## src/rtl/add_seq_ctrl_pkg.sv

```systemverilog
// Shared definitions for the nibble-serial add/subtract controller.
package add_seq_ctrl_pkg;

    localparam int NIBBLE_W = 4;

    typedef enum logic [1:0] {
        ST_IDLE = 2'd0,
        ST_RUN  = 2'd1,
        ST_DONE = 2'd2
    } state_t;

    // Ceiling log2. The nibble index width is clog2(NIBBLES), at least 1 bit.
    function automatic int clog2(input int n);
        int r;
        r = 0;
        while ((1 << r) < n) r++;
        return r;
    endfunction

endpackage

```

## src/rtl/add_seq_ctrl_add4.sv

```systemverilog
// 4-bit ripple adder slice with carry-in, built from 1-bit full-adder cells.
module full_adder (
    input  logic a,
    input  logic b,
    input  logic ci,
    output logic s,
    output logic co
);
    assign s  = a ^ b ^ ci;
    assign co = (a & b) | (ci & (a ^ b));
endmodule

module add4_ci
    import add_seq_ctrl_pkg::*;
(
    input  logic [NIBBLE_W-1:0] a,
    input  logic [NIBBLE_W-1:0] b,
    input  logic                ci,
    output logic [NIBBLE_W-1:0] s,
    output logic                co
);
    logic [NIBBLE_W:0] c;

    assign c[0] = ci;
    assign co   = c[NIBBLE_W];

    for (genvar i = 0; i < NIBBLE_W; i++) begin : g_bit
        full_adder u_fa (
            .a  (a[i]),
            .b  (b[i]),
            .ci (c[i]),
            .s  (s[i]),
            .co (c[i+1])
        );
    end
endmodule

```

## src/rtl/add_seq_ctrl.sv

```systemverilog
// Sequences one shared 4-bit adder slice over NIBBLES cycles to form a
// 4*NIBBLES-bit sum or difference, with valid/ready on both sides.
module add_seq_ctrl
    import add_seq_ctrl_pkg::*;
#(
    parameter int NIBBLES = 4
) (
    input  logic                      clk,
    input  logic                      rst,
    input  logic                      start_valid,
    output logic                      start_ready,
    input  logic [NIBBLES*4-1:0]      a,
    input  logic [NIBBLES*4-1:0]      b,
    input  logic                      sub,
    output logic                      busy,
    output logic                      done_valid,
    input  logic                      done_ready,
    output logic [NIBBLES*4-1:0]      result,
    output logic                      cout,
    output logic                      overflow
);
    localparam int W  = NIBBLES * NIBBLE_W;
    localparam int IW = (clog2(NIBBLES) < 1) ? 1 : clog2(NIBBLES);
    localparam logic [IW-1:0] LAST_IDX = IW'(NIBBLES - 1);

    state_t state_q, state_d;

    logic [W-1:0]  a_q, b_q, res_q;
    logic [IW-1:0] idx;
    logic          carry, cout_q, ovf_q;
    logic          accept, step, last;

    logic [NIBBLE_W-1:0] nib_a, nib_b, nib_s;
    logic                nib_co;

    assign nib_a = a_q[idx*NIBBLE_W +: NIBBLE_W];
    assign nib_b = b_q[idx*NIBBLE_W +: NIBBLE_W];

    add4_ci u_add (
        .a  (nib_a),
        .b  (nib_b),
        .ci (carry),
        .s  (nib_s),
        .co (nib_co)
    );

    always_comb begin
        state_d = state_q;
        accept  = 1'b0;
        step    = 1'b0;
        last    = 1'b0;
        case (state_q)
            ST_IDLE: begin
                if (start_valid) begin
                    accept  = 1'b1;
                    state_d = ST_RUN;
                end
            end
            ST_RUN: begin
                step = 1'b1;
                if (idx == LAST_IDX) begin
                    last    = 1'b1;
                    state_d = ST_DONE;
                end
            end
            ST_DONE: begin
                if (done_ready) state_d = ST_IDLE;
            end
            default: state_d = ST_IDLE;
        endcase
    end

    always_ff @(posedge clk or posedge rst) begin
        if (rst) state_q <= ST_IDLE;
        else     state_q <= state_d;
    end

    // Subtraction is A + ~B + 1: invert B once on accept and seed the carry.
    always_ff @(posedge clk or posedge rst) begin
        if (rst) begin
            a_q    <= '0;
            b_q    <= '0;
            res_q  <= '0;
            idx    <= '0;
            carry  <= 1'b0;
            cout_q <= 1'b0;
            ovf_q  <= 1'b0;
        end else if (accept) begin
            a_q   <= a;
            b_q   <= sub ? ~b : b;
            carry <= sub;
            idx   <= '0;
            res_q <= '0;
        end else if (step) begin
            res_q[idx*NIBBLE_W +: NIBBLE_W] <= nib_s;
            carry <= nib_co;
            idx   <= idx + 1'b1;
            if (last) begin
                cout_q <= nib_co;
                ovf_q  <= (a_q[W-1] == b_q[W-1]) && (nib_s[NIBBLE_W-1] != a_q[W-1]);
            end
        end
    end

    assign start_ready = (state_q == ST_IDLE);
    assign busy        = (state_q != ST_IDLE);
    assign done_valid  = (state_q == ST_DONE);
    assign result      = res_q;
    assign cout        = cout_q;
    assign overflow    = ovf_q;

endmodule

```

## config.mk

```make
export PLATFORM = sky130hd
export DESIGN_NAME = add_seq_ctrl
export DESIGN_NICKNAME = d
export VERILOG_FILES = /design/src/rtl/add_seq_ctrl_pkg.sv /design/src/rtl/add_seq_ctrl_add4.sv /design/src/rtl/add_seq_ctrl.sv
export SDC_FILE = /design/constraint.sdc
export NUM_CORES = 1
export LEC_CHECK = 0
export BUFFER_PORTS_ARGS = -buffer_cell sky130_fd_sc_hd__buf_2
export CAP_MARGIN = 20
export CORE_MARGIN = 5
export CORE_UTILIZATION = 50
export CTS_CLUSTER_DIAMETER = 40
export CTS_CLUSTER_SIZE = 8
export DETAILED_ROUTE_END_ITERATION = 10
export HOLD_SLACK_MARGIN = 0.08
export MAX_ROUTING_LAYER = met4
export PLACE_DENSITY = 0.74
export RECOVER_POWER = 100
export SYNTH_ARGS = -nofsm -noshare
export SYNTH_HDL_FRONTEND = slang
export SYNTH_SLANG_ARGS = --single-unit
```

## constraint.sdc

```tcl
create_clock -name clk -period 8.25 [get_ports clk]
set_input_delay 1.65 -clock clk [delete_from_list [all_inputs] [get_ports clk]]
set_output_delay 1.65 -clock clk [all_outputs]
set_load 0.01 [all_outputs]
```

# Word-level counts from Yosys, hierarchy flattened
# Index checks and enable logic that the tools add are counted.
dict set report op_classes {
  add_sub_neg 2
  n_eq_ne 8
  n_shift 4
  mux 17
  bitwise_logic 22
  n_reduce_logical 6
}
# op n
set op_table {}
lappend op_table {{$mux 16} 3}
lappend op_table {{$neg 4->34} 1}
lappend op_table {{$shift 4x34->16 const A} 1}
lappend op_table {{$shiftx 4x34->16} 1}
lappend op_table {{$shiftx 16x5->4} 2}
lappend op_table {{$bwmux 16} 1}
lappend op_table {{$not 16->16} 1}
lappend op_table {{$mux 2} 5}
lappend op_table {{$and 1x1->1} 8}
lappend op_table {{$xor 1x1->1} 8}
lappend op_table {{$mux 1} 7}
lappend op_table {{$pmux 2 s3} 1}
lappend op_table {{$reduce_and 3->1} 2}
lappend op_table {{$eq 2x2->1 const B} 2}
lappend op_table {{$ne 2x2->1 const B} 2}
lappend op_table {{$or 1x1->1} 4}
lappend op_table {{$reduce_bool 2->1} 2}
lappend op_table {{$add 2x1->2 const B} 1}
lappend op_table {{$eq 2x1->1 const B} 1}
lappend op_table {{$logic_not 2->1} 1}
lappend op_table {{$ne 2x1->1 const B} 1}
lappend op_table {{$eq 1x1->1} 1}
lappend op_table {{$logic_and 1x1->1} 1}
lappend op_table {{$ne 1x1->1} 1}
lappend op_table {{$not 1->1} 1}
dict set report totals {
  register_bits 55
  input_bits 37
  output_inout_bits 21
  word_cells 67
}

# Logic depth before layout (Yosys ltp)
# Gate-level depths: netlist of the first run.
dict set report depth {
  word_depth 13
  depth_mapped 13
  depth_no_buf 12
}

# By module
# Synthesis of the first run repeated with hierarchy kept, for this count alone.
dict set report unflattened {
  hier_cells 239
  area_unflattened_um2 2761.4
}
# module n_inst cells_per_inst area_per_inst_um2 seq_area_each_um2
set by_module_without_submodules {}
lappend by_module_without_submodules {add_seq_ctrl 1 235 2681.3 1376.3}
lappend by_module_without_submodules {full_adder 4 1 20.0 0.0}

# Least setup slack after synthesis of the first run
# No wires, ideal clock.
dict set report synth_timing {
  path_type {register to register}
  from {reg idx[0]}
  to {reg ovf_q, in the netlist overflow}
  setup_ns 0.131
  arrival_ns 3.013
  required_ns 8.119
  path_slack_ns 5.106
  path_stages_with_launch 14
  n_path_buf 1
  synth_period_minus_slack_ns 3.144
  cell_sequence {dfrtp_1 buf_2 mux4_2 inv_1 fa_1 inv_1 fa_1 inv_1 fa_1 inv_1 fa_1 and3b_1 a21oi_1 o21ai_0}
}
dict set report synth_via {
  elab_chain_cells 11
  elab_cells_between_ends 22
  classes_between {2 x eq/ne; 2 x shift; 2 x mux; 14 x bitwise; 2 x reduce/logical}
}
# element line_no
set synth_rtl {}
lappend synth_rtl {{start: declaration} add_seq_ctrl.sv:29} ;# logic [IW-1:0] idx;
lappend synth_rtl {{start signal: assignment} add_seq_ctrl.sv:97} ;# idx <= idx + 1'b1;
lappend synth_rtl {{$shiftx 16x5->4 (on tied branches)} {add_seq_ctrl.sv:36, add_seq_ctrl.sv:37}}
lappend synth_rtl {{$xor 1x1->1} add_seq_ctrl_add4.sv:10} ;# assign co = (a & b) | (ci & (a ^ b));
lappend synth_rtl {{$and 1x1->1} add_seq_ctrl_add4.sv:10}
lappend synth_rtl {{$or 1x1->1} add_seq_ctrl_add4.sv:10}
lappend synth_rtl {{$and 1x1->1} add_seq_ctrl_add4.sv:10}
lappend synth_rtl {{$or 1x1->1} add_seq_ctrl_add4.sv:10}
lappend synth_rtl {{$and 1x1->1} add_seq_ctrl_add4.sv:10}
lappend synth_rtl {{$or 1x1->1} add_seq_ctrl_add4.sv:10}
lappend synth_rtl {{$xor 1x1->1} add_seq_ctrl_add4.sv:9} ;# assign s = a ^ b ^ ci;
lappend synth_rtl {{$ne 1x1->1} add_seq_ctrl.sv:100} ;# ovf_q <= (a_q[W-1] == b_q[W-1]) && (nib_s[NIBBLE_W-1] != a_q[W-1]);
lappend synth_rtl {{$logic_and 1x1->1} add_seq_ctrl.sv:100}
lappend synth_rtl {{end signal: assignment} add_seq_ctrl.sv:100}
lappend synth_rtl {{end: declaration} add_seq_ctrl.sv:30} ;# logic carry, cout_q, ovf_q;
# Several ways; a longest one is shown, not always the timed one.
# A chain may end at the register's enable or synchronous reset.

# Worst setup path in the final report of the first run
dict set report layout_timing {
  from {in start_valid}
  to {reg a_q[6]}
}
dict set report layout_via {
  elab_chain_cells 2
}
# element line_no
set layout_rtl {}
lappend layout_rtl {{start: declaration} add_seq_ctrl.sv:10} ;# input logic start_valid,
lappend layout_rtl {{$mux 1} add_seq_ctrl.sv:54} ;# if (start_valid) begin
lappend layout_rtl {{$mux 1} add_seq_ctrl.sv:52} ;# case (state_q)
lappend layout_rtl {{end signal: assignment} add_seq_ctrl.sv:81} ;# a_q <= '0;
lappend layout_rtl {{end signal: assignment} add_seq_ctrl.sv:89} ;# a_q <= a;
lappend layout_rtl {{end: declaration} add_seq_ctrl.sv:28} ;# logic [W-1:0] a_q, b_q, res_q;
# No other way between the ends.

==> summary.txt, run 1 <==
Status
  – Outcome: finished, violations left
  – Failing checks: capacitance limit, slew limit

Synthesis
  – Post-synth EDFFs: 0
  – Syn avg cell area: ~12 sq um
  – Post-synthesis sequential area ratio: 0.520
  – Synth Register Bits: 55
  – Main area contributors after synthesis: dfrtp_1 52%, mux2_2 7.2%, mux4_2 6.8%
  – Top FF cell, synth: dfrtp_1
  – Count leader, synth: dfrtp_1
  – Number of distinct library cells after synthesis: 27
  – Yosys top cell by area: dfrtp_1
  – Synth Warn #: 0
  – Synthesized cell area: 2650 sq um
  – Synth cell count leaders: 55 x dfrtp_1, 19 x a21oi_1, 19 x nor2_1, 17 x mux2_2
  – Async set or reset register ratio after synthesis: 1.00
  – Post-synth top area share: 0.520
  – Synth Net Count: ~260
  – Mapped Cells: ~210

Worst setup path
  – Capture point of the worst reg-to-reg path: overflow
  – Startpoint types: input port
  – Crit path required time: 8.44 ns
  – R2R setup slack: 4.81 ns
  – Max FO, Critical Path: 49
  – WS Path Type: in -> reg
  – Endpoint type of the worst setup path: flop
  – Critical Path AT: ~4 ns
  – Register-to-Register Path Depth: 12
  – Reg2reg start: idx[0]

Clock tree
  – Clock latency on the worst-skew pair: 0.31 ns
  – Hold Buf Count CTS: 0
  – Max Buffers Root-to-Sink: 2
  – Clk slew on worst S/H paths: approximately 0.10 ns
  – Postcts setup bufs: 0
  – Post_cts resized: 0
  – Clock Sinks: 55
  – CTS tree: yes
  – Root Buffer: clkbuf_8
  – H-tree levels: 2
  – Num CTS Buffers: 5

GRT
  – GRT overflow: 0
  – Initial antenna violation count: 0
  – Vias in the first global route: 1732
  – Global-route wire length before repair: 8.49 mm
  – Largest net degree at the start of global routing: 50
  – All-layer global routing usage: 0.171

Timing
  – F_max: approximately 0.26 GHz
  – Fin Hold WS: 0.501 ns
  – Setup TNS: 0 ns
  – Final Cycle Share: 0.464
  – Slew Viols, Final: between 80 and 90
  – Clk_skew: roughly 0.016 ns
  – Slew @ Worst Pin: 2.07 ns
  – Setup violators final: 0
  – Unrepaired setup endpoints after global routing: false
  – Final Hold Viols: 0
  – Final Critical Period: between 3 and 4 ns
  – Relative slew slack: -0.377

Floorplan
  – Starting Density: 0.515
  – CORE AREA: just over 5000 sq um
  – Floorplan row count: 26
  – DIE HEIGHT: roughly 83 microns
  – Die extent in x: between 80 and 90 microns
  – I/O pin count: 58
  – Die area: between 6000 and 7000 sq um

Finish
  – Share of cells above drive strength 1: 0.256
  – Area Overhead vs Synth: 14.5%
  – Fin nets: 314
  – Inserted Diodes: 0

Worst hold path
  – Worst min-delay path endpoint: overflow
  – Hold_sp: overflow
  – Hold Path Depth: 2
  – HP Class: reg -> reg

Route
  – Iteration-0 DRC Markers: 111
  – Detailed Routing Iterations Pass 1: 4
  – Total Wirelength: 5.13 mm
  – Vias/cell: 5.20
  – # DRC: 0
  – Total number of vias: between 1500 and 2000
  – DR WL/cell: 15.1 microns
  – Routed Antenna Nets: 0

Power
  – Switching pwr: 0.000515 W
  – Comb power frac: 0.488
  – P_leak: about 1.4 nW
  – PD cells: just over 400 nW/um^2
  – Total power draw: ~0.0013 W
  – Reg power frac: 0.387
  – Sw Ratio: 0.410
  – Peak VDD IR: between 0.15 and 0.2 mV
  – Clk pwr share: 0.124
  – Pint: about 0.00074 W

Placed design
  – Routability cong.: between 0.7 and 0.8
  – I/O Buffers: 57
  – DP HPWL: 3.81 mm

Flow run
  – # Max-Cap Violations: 2
## flip-flops by register name, indices dropped and copies added, names as in the netlist
signal,cells
state_q,2
carry,1
overflow,1
idx,2
result,16
a_q,16
b_q,16
cout,1
## final cells by class
cell class	instances	area, sq um
multi-input combinational	133	1150
fill	466	2110
inverter	15	56.3
sequential	55	1380
timing repair buffer	59	265
clock buffer	7	86.3
clock inverter	1	8.76
tap	70	87.6
## placed cells by master, fill, tap and decap left out, drive strengths merged, types with 2 or more instances in the layout
cell type / instances
dfrtp: 55
buf: 35
clkbuf: 31
nor2: 19
a21oi: 19
mux2: 17
a22o: 16
xnor2: 16
inv: 15
mux4: 8
nand2: 7
a21o: 4
fa: 4
ha: 4
nand2b: 3
o21ai: 3
nor3: 2
and3b: 2
## worst max-delay path by stage
stage	from	endpoint	slack, ns	cells after the start
final	start_valid	a_q[6]	4.42	4
after detailed placement	idx[0]	overflow	4.75	12
after CTS	idx[0]	overflow	4.74	12
after global routing	rst	b_q[3]	4.00	3
after global placement	idx[0]	overflow	4.87	12
after floorplan	idx[0]	overflow	5.11	13
## power by group through the flow
| stage | Clock (W) | Sequential [W] | Combinational, W |
|---|---|---|---|
| finish | 0.000156 | 0.000486 | 0.000613 |
| global route | 0.000170 | 0.000505 | 0.000689 |
| CTS | 0.000159 | 0.000490 | 0.000633 |
| detailed placement | 0 | 0.000495 | 0.000631 |
| global placement | 0 | 0.000493 | 0.000612 |
| floorplan | 0 | 0.000454 | 0.000481 |
## through the flow
| stage | utilization | setup WS (ns) | area (sq um) | cells |
|---|---|---|---|---|
| detailed placement | 0.584 | 4.75 | 3000 | 332 |
| finish | 0.589 | 4.42 | 3030 | 340 |
| floorplan | - | 5.11 | 2650 | 214 |
| global route | 0.589 | 4.00 | 3030 | 340 |
| CTS | 0.603 | 4.74 | 3100 | 340 |
| global placement | 0.580 | 4.87 | 2980 | 331 |
## metal layers
metal | vias to the layer above | wire length, microns | global-route usage
met2 | 47 | 2460 | 0.262
li1 | 857 | - | -
met3 | 5 | 214 | 0.0293
met5 | - | 0 | -
met1 | 858 | 2400 | 0.234
met4 | 0 | 52 | 0.0539
## kinds of logic (layout without fill, tap and decap cells)
kind of cell | count (synthesis) | after routing | share of synthesized area
muxes | 25 | 25 | 0.140
buffers and inverters | 26 | 82 | 0.0402
AOI/OAI and AO/OA | 45 | 45 | 0.115
xor gates and xnor gates | 16 | 16 | 0.0530
and+or+nand+nor | 39 | 39 | 0.0818
adders and majority gates | 8 | 8 | 0.0492
DFF | 55 | 55 | 0.520
## worst max-delay path, cell delays in order
cell and delay (ns):
clkbuf_1 0.16, nor3b_1 0.22, clkbuf_1 1.50, mux2_2 0.45
Note: power is estimated with default switching activity, not from simulation.
==> run 2: changes to the inputs <==
ABC_AREA = 1   (was not set)
PLACE_DENSITY = 0.76   (was 0.74)
clock period = 3.4 ns   (was 8.25 ns; I/O delays follow)
==> run 2 against run 1 <==
  * The flow now finishes without violations
  * Total power increased by 150%
  * Setup slack worse by 3.9 ns
  * Routed wire length grew 20%
  * Die area grew 8.4%
  * Global-route usage up 1.2 points
  * Synthesized cell count is 65% higher
  * Non-clock buffer count rose by 6
  * Design area increased by 6.2%
  * Area after synthesis up 9.6%
  * Critical endpoint is now result[11]
==> summary.txt, run 2 <==
Status
  – Outcome: complete, no violations

Synthesis
  – Synth Warn #: 0
  – Main area contributors after synthesis: dfrtp_1 47%, nand2_1 17%, nand3_1 8.1%
  – Synth cell count leaders: 131 x nand2_1, 55 x dfrtp_1, 47 x nand3_1, 23 x inv_1
  – Async set or reset register ratio after synthesis: 1.00
  – Count leader, synth: nand2_1
  – Synth Register Bits: 55
  – Mapped Cells: 354
  – Post-synth top area share: 0.474
  – Post-synth EDFFs: 0
  – Post-synthesis sequential area ratio: 0.474
  – Top FF cell, synth: dfrtp_1
  – Yosys top cell by area: dfrtp_1
  – Synth Net Count: around 400
  – Syn avg cell area: 8.20 sq um
  – Number of distinct library cells after synthesis: 23
  – Synthesized cell area: 2900 sq um

Worst setup path
  – WS Path Type: reg -> reg
  – Critical Path AT: 3.06 ns
  – Endpoint type of the worst setup path: flop
  – Max FO, Critical Path: 22
  – Reg2reg start: idx[0]
  – Critical Path Start: idx[0]
  – Crit path required time: 3.60 ns
  – Startpoint types: flop

GRT
  – Initial antenna violation count: 0
  – GRT overflow: 0
  – All-layer global routing usage: 0.183
  – Global-route wire length before repair: about 11 mm
  – Largest net degree at the start of global routing: 66
  – Vias in the first global route: between 2000 and 2500

Power
  – Peak VDD IR: roughly 0.42 mV
  – Reg power frac: 0.360
  – Comb power frac: 0.524
  – P_leak: about 1.7 nW
  – PD cells: just under 1000 nW/um^2
  – Sw Ratio: 0.460
  – Total power draw: 0.00311 W
  – Pint: roughly 0.0017 W
  – Clk pwr share: 0.116
  – Switching pwr: between 0.001 and 0.0015 W

Timing
  – Relative slew slack: 0.103
  – Final Cycle Share: 0.840
  – Slew @ Worst Pin: between 1 and 1.5 ns
  – Clk_skew: between 0.007 and 0.008 ns
  – Unrepaired setup endpoints after global routing: false
  – Final Critical Period: 2.85 ns
  – Final Hold Viols: 0
  – Slew Viols, Final: 0
  – Setup TNS: 0 ns
  – F_max: 0.350 GHz
  – Setup violators final: 0

Finish
  – Register area: around 1400 sq um
  – Area Overhead vs Synth: 10.9%
  – Commonest non-fill, non-tap cells in the layout: 132 x nand2_1, 55 x dfrtp_1, 48 x nand3_1
  – Area of the multi-input gates: 1260 sq um
  – Fill cells: roughly 540
  – Share of cells above drive strength 1: 0.126
  – Fin nets: around 450
  – Final Core Density: 0.577
  – Most common cell after layout, fill and taps aside: nand2_1
  – Inserted Diodes: 0

Route
  – Detailed Routing Iterations Pass 1: 4
  – Total number of vias: roughly 2400
  – Met2 WL: 2.88 mm
  – Routed Antenna Nets: 0
  – Iteration-0 DRC Markers: 159
  – Highest Signal Layer: met4
  – Vias/cell: 5.01
  – Wl on met1: around 2.8 mm
  – Met3 Routed Length: 329 microns
  – Total Wirelength: 6.16 mm
  – DR WL/cell: ~13 microns
  – # DRC: 0

Worst hold path
  – Hold_sp: a_q[1]
  – HP Class: reg -> reg

Placed design
  – DP HPWL: between 4 and 5 mm
  – I/O Buffers: 57
  – Routability cong.: about 0.9

Floorplan
  – I/O pin count: 58
  – Die extent in x: about 86 microns
  – Starting Density: 0.521
  – Floorplan row count: 27
  – DIE HEIGHT: 86.2 microns
  – CORE AREA: between 5000 and 6000 sq um
  – Die area: between 7000 and 8000 sq um

Flow run
  – # Max-Cap Violations: 0

Clock tree
  – Max Buffers Root-to-Sink: 2
  – Num CTS Buffers: 5
  – Post_cts resized: 0
  – Clk slew on worst S/H paths: about 0.09 ns
  – Root Buffer: clkbuf_8
  – Clock Sinks: 55
  – Postcts setup bufs: 0
  – Clock latency on the worst-skew pair: 0.31 ns
  – H-tree levels: 2
  – CTS tree: yes
  – Hold Buf Count CTS: 0
[run 2: final timing paths]
path	end	slack, ns	cells after the start
max	result[11]	0.55	15
min	a_q[1]	0.48	2
max reg2reg	result[11]	0.55	15
min reg2reg	a_q[1]	0.48	2
max in group asynchronous	b_q[3]	0.95	3
min in group asynchronous	a_q[11]	0.65	2
[run 2: critical path, cell delays in order, from the launching register on]
cell and delay [ns]:
dfrtp_1 0.39, inv_2 0.27, nand2_1 0.09, nand3_1 0.08
nand2_1 0.08, fa_1 0.38, inv_1 0.08, fa_1 0.16
inv_1 0.05, fa_1 0.35, inv_1 0.08, fa_1 0.47
nand2_1 0.12, nor2_1 0.05, nand2_1 0.07, nand2_1 0.05
[run 2: cell type report]
| type | count | area share |
|---|---|---|
| inverter | 26 | 0.0303 |
| timing repair buffer | 65 | 0.0945 |
| clock buffer | 6 | 0.0257 |
| multi-input combinational | 253 | 0.392 |
| clock inverter | 1 | 0.00156 |
| tap | 72 | 0.0280 |
| sequential | 55 | 0.428 |
[run 2: power groups by stage]
stage / Combinational, W / Clock [W] / Sequential (W)
global route: 0.00190 / 0.000392 / 0.00115
CTS: 0.00169 / 0.000371 / 0.00112
floorplan: 0.00131 / 0 / 0.00111
global placement: 0.00165 / 0 / 0.00112
finish: 0.00163 / 0.000360 / 0.00112
detailed placement: 0.00169 / 0 / 0.00113
[run 2: cell families after synthesis]
group / share of synthesized area
AOI/OAI and AO/OA: 0.0561
xor gates and xnor gates: 0.0483
adders and majority gates: 0.0448
buffers and inverters: 0.0854
DFF: 0.474
and+or+nand+nor: 0.291
[run 2: stage by stage]
| stage | hold WS, ns | area [sq um] | setup WS (ns) | std cells |
|---|---|---|---|---|
| 3_3_place_gp | 0.459 | 3170 | 0.640 | 469 |
| 4_1_cts | 0.474 | 3280 | 0.545 | 477 |
| 2_1_floorplan | 0.442 | 2900 | 0.624 | 354 |
| 5_1_grt | 0.505 | 3220 | 0.276 | 478 |
| 6_report | 0.484 | 3220 | 0.545 | 478 |
| 3_5_place_dp | 0.464 | 3190 | 0.560 | 470 |
[run 2: layer usage]
layer  up-vias  global-route usage
met5         -                   -
met3        12              0.0352
met4         0              0.0637
li1       1225                   -
met2        58               0.289
met1      1098               0.238
